File: src/rtl/dm_subword_ctrl.sv
// Memory-stage data SRAM controller: word stores in one cycle, byte/half stores
// by read-merge-write, loads with lane extraction and sign/zero extension.
module dm_subword_ctrl #(
  parameter int AW = 10
) (
  input  logic          clk,
  input  logic          reset,
  input  logic          req_valid,
  input  logic          req_we,
  input  logic [1:0]    req_size,
  input  logic          req_unsigned,
  input  logic [31:0]   req_addr,
  input  logic [31:0]   req_wdata,
  output logic          busy,
  output logic          rdata_valid,
  output logic [31:0]   rdata,
  output logic          align_err,
  output logic          mem_en,
  output logic          mem_we,
  output logic [AW-1:0] mem_addr,
  output logic [31:0]   mem_wdata,
  input  logic [31:0]   mem_rdata
);

  // Handshake: a request is taken in any cycle where req_valid = 1 and busy = 0
  // (state IDLE, not in reset); while busy = 1 upstream must hold the request.
  typedef enum logic [1:0] {
    IDLE  = 2'd0,
    MERGE = 2'd1,
    LOAD  = 2'd2,
    ERR   = 2'd3
  } state_t;

  state_t state_q, state_d;

  logic [AW-1:0] addr_q;
  logic [1:0]    off_q;
  logic [1:0]    size_q;
  logic          uns_q;
  logic [15:0]   wdata_q;

  logic          accept;
  logic          misaligned;
  logic [31:0]   merged;
  logic [31:0]   extracted;
  logic          unused_ok;

  assign unused_ok  = ^{req_addr[31:AW+2], req_wdata[31:16]};
  assign accept     = req_valid && (state_q == IDLE) && !reset;
  assign misaligned = (req_size == 2'b11) ||
                      ((req_size == 2'b01) && req_addr[0]) ||
                      ((req_size == 2'b10) && (req_addr[1:0] != 2'b00));

  always_ff @(posedge clk) begin
    if (reset) begin
      state_q <= IDLE;
      addr_q  <= '0;
      off_q   <= '0;
      size_q  <= '0;
      uns_q   <= 1'b0;
      wdata_q <= '0;
    end else begin
      state_q <= state_d;
      if (accept && !misaligned) begin
        addr_q  <= req_addr[AW+1:2];
        off_q   <= req_addr[1:0];
        size_q  <= req_size;
        uns_q   <= req_unsigned;
        wdata_q <= req_wdata[15:0];
      end
    end
  end

  // Replace only the addressed lane(s) of the old word.
  always_comb begin
    merged = mem_rdata;
    if (size_q == 2'b00) begin
      case (off_q)
        2'd0:    merged[7:0]   = wdata_q[7:0];
        2'd1:    merged[15:8]  = wdata_q[7:0];
        2'd2:    merged[23:16] = wdata_q[7:0];
        default: merged[31:24] = wdata_q[7:0];
      endcase
    end else if (off_q[1]) begin
      merged[31:16] = wdata_q;
    end else begin
      merged[15:0] = wdata_q;
    end
  end

  always_comb begin
    logic [7:0]  b;
    logic [15:0] h;
    b = mem_rdata[7:0];
    h = off_q[1] ? mem_rdata[31:16] : mem_rdata[15:0];
    case (off_q)
      2'd0:    b = mem_rdata[7:0];
      2'd1:    b = mem_rdata[15:8];
      2'd2:    b = mem_rdata[23:16];
      default: b = mem_rdata[31:24];
    endcase
    case (size_q)
      2'b00:   extracted = {{24{b[7] & ~uns_q}}, b};
      2'b01:   extracted = {{16{h[15] & ~uns_q}}, h};
      default: extracted = mem_rdata;
    endcase
  end

  always_comb begin
    state_d     = state_q;
    busy        = 1'b0;
    rdata_valid = 1'b0;
    rdata       = '0;
    align_err   = 1'b0;
    mem_en      = 1'b0;
    mem_we      = 1'b0;
    mem_addr    = '0;
    mem_wdata   = '0;
    if (reset) begin
      state_d = IDLE;
    end else begin
      case (state_q)
        IDLE: begin
          if (accept) begin
            if (misaligned) begin
              state_d = ERR;
            end else if (req_we && (req_size == 2'b10)) begin
              mem_en    = 1'b1;
              mem_we    = 1'b1;
              mem_addr  = req_addr[AW+1:2];
              mem_wdata = req_wdata;
            end else begin
              mem_en   = 1'b1;
              mem_addr = req_addr[AW+1:2];
              state_d  = req_we ? MERGE : LOAD;
            end
          end
        end
        MERGE: begin
          busy      = 1'b1;
          mem_en    = 1'b1;
          mem_we    = 1'b1;
          mem_addr  = addr_q;
          mem_wdata = merged;
          state_d   = IDLE;
        end
        LOAD: begin
          busy        = 1'b1;
          rdata_valid = 1'b1;
          rdata       = extracted;
          state_d     = IDLE;
        end
        default: begin
          busy      = 1'b1;
          align_err = 1'b1;
          state_d   = IDLE;
        end
      endcase
    end
  end

endmodule
File: config.mk
export PLATFORM = sky130hd
export DESIGN_NAME = dm_subword_ctrl
export DESIGN_NICKNAME = d
export VERILOG_FILES = /design/src/rtl/dm_subword_ctrl.sv
export SDC_FILE = /design/constraint.sdc
export NUM_CORES = 1
export LEC_CHECK = 0
export BUFFER_PORTS_ARGS = -buffer_cell sky130_fd_sc_hd__buf_2
export CORE_MARGIN = 2
export CORE_UTILIZATION = 43
export CTS_CLUSTER_DIAMETER = 80
export DETAILED_ROUTE_END_ITERATION = 8
export PLACE_DENSITY = 0.88
export SLEW_MARGIN = 0
export SYNTH_ARGS = -nofsm -noshare
export SYNTH_HDL_FRONTEND = slang
export SYNTH_SLANG_ARGS = --single-unit
File: constraint.sdc
create_clock -name clk -period 3.1 [get_ports clk]
set_input_delay 0.775 -clock clk [delete_from_list [all_inputs] [get_ports clk]]
set_output_delay 0.775 -clock clk [all_outputs]
set_load 0.02 [all_outputs]
---- Word level (Yosys, flattened, before mapping) ----
Cells that the tools add are included.
operators by class
  eq/ne operators ......................... 9
  multiplexer cells ....................... 39
  bitwise gates (word level) .............. 4
  reductions and logical operators ........ 18
operators by type and width
  kind                                                              number
  32-bit two-way mux                                                7
  32-bit case mux with 2 select lines                               2
  16-bit two-way mux                                                3
  8-bit two-way mux                                                 4
  10-bit two-way mux                                                3
  8-bit case mux with 3 select lines                                1
  10-bit case mux with 2 select lines                               1
  1-bit two-way mux                                                 13
  2-bit by 1-bit == test with 1-bit output (second input constant)  4
  2-bit == test (second input constant)                             4
  1-bit logical AND                                                 6
  2-bit zero test                                                   3
  2-bit two-way mux                                                 3
  3-bit OR reduction                                                2
  1-bit case mux with 2 select lines                                2
  1-bit AND                                                         2
  1-bit zero test                                                   2
  1-bit logical OR                                                  2
  2-bit != test (second input constant)                             1
  1-bit inverter                                                    2
  2-bit AND reduction                                               1
  2-bit nonzero test                                                1
  2-bit OR reduction                                                1
storage, ports and cells
  bits in registers ....................... 33
  input bits .............................. 103

---- Longest topological paths before layout ----
  depth in word-level cells ............... 8
  mapped depth ............................ 8
  gate-level depth less buffers ........... 5

---- Worst setup path before layout ----
No wires, ideal clock.
  path kind ............................... input to output
  start ................................... input port reset
  end ..................................... output port mem_wdata[16]
  arrival time ............................ 2305 ps
  setup slack ............................. 20 ps
  cell stages on the path ................. 7
  path through ............................ buf_6 -> or4b_1 -> buf_2 -> nor4_4 -> buf_6 -> nand2_1 -> o21ai_0
on the way
  word-level cells in the longest chain between the ends .. 5
RTL lines
  what                                 RTL line  source
  from (decl)                          7         input logic reset,
  1-bit zero test                      49        assign accept = req_valid && (state_q == IDLE) && !reset;
  1-bit logical AND                    49
  32-bit two-way mux                   124       if (accept) begin
  32-bit case mux with 2 select lines  122       case (state_q)
  32-bit two-way mux *                 119       if (reset) begin
  to (decl)                            21        output logic [31:0] mem_wdata,
Mark *: on every way between the ends. The rest lies on a longest branch, timed or not.

---- Final worst setup path ----
  start ................................... input port reset
  end ..................................... output port mem_wdata[4]
The elaborated chain is that of the path after synthesis.

==> summary.md <==
| Metric | Value |
|---|---|
| Status | `complete, but fails checks` |
| Failing checks | `negative setup slack` |
| Post-CTS Hold Buffers | `0` |
| Library cells used by synthesis | `33` |
| Drt total wl | `10,600 um` |
| Port Buffers | `161` |
| Leak | `2.07 nW` |
| Critical path class | `primary input to output port` |
| Comb pwr share | `30.8%` |
| CP Capture Type | `output port` |
| Vias in the first global route | `3,420` |
| Slew @ Worst Pin | `0.816 ns` |
| Main synth FF type | `dfxtp_1` |
| Worst skew pair latency | `0.28 ns` |
| CP max FO | `9` |
| Max_slew headroom | `45.4%` |
| Net Sw Frac | `33.0%` |
| Clk slew on worst S/H paths | `0.07 ns` |
| Core area | `6350 um2` |
| Final hold vios | `0` |
| Worst path bufs/invs | `4` |
| Yosys warnings | `0` |
| Final setup fails | `1` |
| Critical path, cell by cell | `buf_2 > or4b_4 > nor4_4 > buf_6 > buf_6 > nand2_1 > o21ai_0 > buf_2` |
| Antenna cells | `0` |
| CTS Root Cell | `clkbuf_8` |
| Grt total ovfl | `0` |
| H-tree depth | `2` |
| Largest net degree at the start of global routing | `26` |
| HPWL Detailed | `8160 um` |
| Starting DRT DRC Count | `263` |
| Final worst clock skew | `0.00639 ns` |
| Seq/Total Area, Yosys | `23.3%` |
| Fill cells | `583` |
| Worst vdd ir | `0.294 mV` |
| Synth top area share | `23.3%` |
| Initial Util | `44.6%` |
| Clk buf depth | `2` |
| Int Pwr | `0.739 mW` |
| Final cell count without fillers | `678` |
| CP arrival | `2.33 ns` |
| Gpl congestion | `0.905` |
| Synth async-reset ratio | `0%` |
| Initial antenna violation count | `0` |
| Peak Freq | `0.323 GHz` |
| Sequential power share | `41.0%` |
| TritonCTS clock tree | `built` |
| Largest area contributor in the netlist | `dfxtp_1` |
| Die area | `7260 um2` |
| Setup ws final | `-0.000439 ns` |
| IO Pins | `182` |
| Die Ht | `85.2 um` |
| Pwr dens | `277 nW/um2` |
| DR pass1 iterations | `5` |
| Tmin final | `3.10 ns` |
| # clock sinks | `33` |
| Fin nets | `703` |
| Hold Path Depth | `2` |
| Hold WC Path Type | `register to register` |
| Worst slack, placed | `-0.0162 ns` |
| Critical path required time | `2.32 ns` |
| DR WL/cell | `15.6 um` |
| Slowest stage cell on the critical path | `or4b_4` |
| Sw power | `0.364 mW` |
| GRT Overall Usage | `26.9%` |
| Num CTS Buffers | `5` |
| Setup crit start kind | `primary input` |
| Crit. path cell count | `8` |
| Row count | `29` |
| Area Growth Syn to Fin | `40.4%` |
| Final antenna-violating net count | `0` |
| Mean Syn Cell Area | `6.41 um2` |
| Cells after synthesis | `442` |
| Crit path largest cell delay | `0.51 ns` |
| Synthesized flop and latch total | `33` |
| Vias per Instance | `5.51` |
| CP top delay family | `simple AND/OR/NAND/NOR gates` |
| R2R cell count | `6` |
| Post-synth net total | `545` |
| Die width | `85.2 um` |
| Number of synthesized flops with an enable pin | `0` |
| Layout cells sized above 1 | `33.9%` |
| Final period util | `100%` |
| Clk network pwr share | `28.2%` |
| RSZ-0062 raised after global routing | `yes` |
| Total number of vias | `3,736` |
| First-pass GRT wire length | `15,900 um` |
| DRC Markers | `0` |
| Maxcap violations | `0` |
| Placed insts | `665` |
| Mapped cell area | `2830 um2` |
| Final Max Tran Viols | `0` |
| Top cells by area, synth | `dfxtp_1 23%, nand2_1 16%, o21ai_0 12%, mux2i_1 9.2%, nor2b_1 6.2%` |
-- metal layers --
layer  routed length, um  share of wire [%]  vias to the layer above  GRT usage (%)
li1                    -                  -                     1815              -
met1                4250                 40                     1677           32.3
met2                5070                 48                      210           47.2
met3                1000                9.4                       34           6.71
met4                 279                2.6                        0           7.94
met5                   0                  0                        -              0
-- path summary, 6_finish.rpt --
kind	startpoint	to	slack (ns)
min reg2reg	wdata_q[14]	wdata_q[14]	0.46
max reg2reg	state_q[0]	wdata_q[2]	1.21
min	wdata_q[14]	wdata_q[14]	0.46
max	reset	mem_wdata[4]	-0.0004
-- final cells by class --
| cell class | instances | area [um2] | share of cell area [%] |
|---|---|---|---|
| Multi-Input combinational cell | 366 | 1980 | 49.9 |
| Timing Repair Buffer | 188 | 1130 | 28.5 |
| Sequential cell | 33 | 661 | 16.6 |
| Tap cell | 77 | 96.3 | 2.42 |
| Clock buffer | 6 | 72.6 | 1.82 |
| Inverter | 6 | 22.5 | 0.566 |
| Clock inverter | 2 | 10.0 | 0.251 |
-- worst min-delay path, cell delays in order, from the launching register on --
cell and delay, ns:
dfxtp_1 0.31, nand2_1 0.05, a21oi_1 0.05
-- synth_stat cells (6+ instances only) --
cell / instances
a21oi_1: 25
buf_2: 7
clkbuf_1: 26
dfxtp_1: 33
inv_1: 6
mux2i_1: 26
nand2_1: 123
nand2b_1: 13
nor2_1: 15
nor2b_1: 28
o21ai_0: 66
o21ai_1: 20
o21bai_1: 7
o22ai_1: 9
-- stage by stage --
stage               power (mW)   TNS (ns)  area (um2)  hold WS, ns  utilization (%)
floorplan                0.645          0        2830        0.433                -
global placement         0.777          0        3740        0.442             58.8
detailed placement       0.785    -0.0202        3740        0.446             58.8
CTS                       1.09    -0.0471        3830        0.457             60.3
global route              1.16     -0.533        3980        0.474             62.7
finish                    1.10  -0.000439        3980        0.456             62.7
-- state kept, by name, indices dropped and copies added, names as in the netlist --
register,flops
addr_q,10
off_q,2
size_q,2
state_q,2
uns_q,1
wdata_q,16
-- power by group through the flow --
stage	Combinational (mW)	Clock [mW]	Sequential, mW
detailed placement	0.323	0	0.461
global route	0.367	0.343	0.454
finish	0.340	0.311	0.453
floorplan	0.187	0	0.458
CTS	0.326	0.312	0.452
global placement	0.316	0	0.461
-- logic make-up (layout without fill, tap and decap cells) --
family / after synthesis / after routing / synth area share, %
and+or+nand+nor: 196 / 196 / 31.8
AOI/OAI and AO/OA: 143 / 143 / 28.2
buffers and inverters: 43 / 202 / 7.06
DFF: 33 / 33 / 23.3
muxes: 27 / 27 / 9.58
-- placed cells by master (no fill, tap or decap), types with 2 or more instances in the layout --
cell type,netlist,layout
o21bai_1,7,7
buf_6,4,2
a221oi_1,5,5
or2_1,2,2
nor2_1,15,15
o221a_2,2,2
o21a_1,2,2
buf_4,0,40
or3_1,2,2
o31ai_1,2,2
clkbuf_16,0,2
buf_12,0,2
a21o_1,4,4
clkinv_2,0,2
inv_1,6,6
mux2i_1,26,26
nor3_1,5,5
dfxtp_1,33,33
nor2b_1,28,28
a21oi_1,25,25
o21ai_1,20,26
nand2_1,123,123
buf_2,7,141
o21ai_0,66,60
nand2b_1,13,13
clkbuf_8,0,5
o22ai_1,9,9
-- repair_timing --
| item | in CTS | in global routing |
|---|---|---|
| pin swaps | 0 | 1 |
| gates resized for setup | 1 | 36 |
| buffers inserted | 0 | 2 |
| setup endpoints to repair | 7 | 43 |
| gates cloned | 0 | 3 |
(Power assumes the default switching activity.)
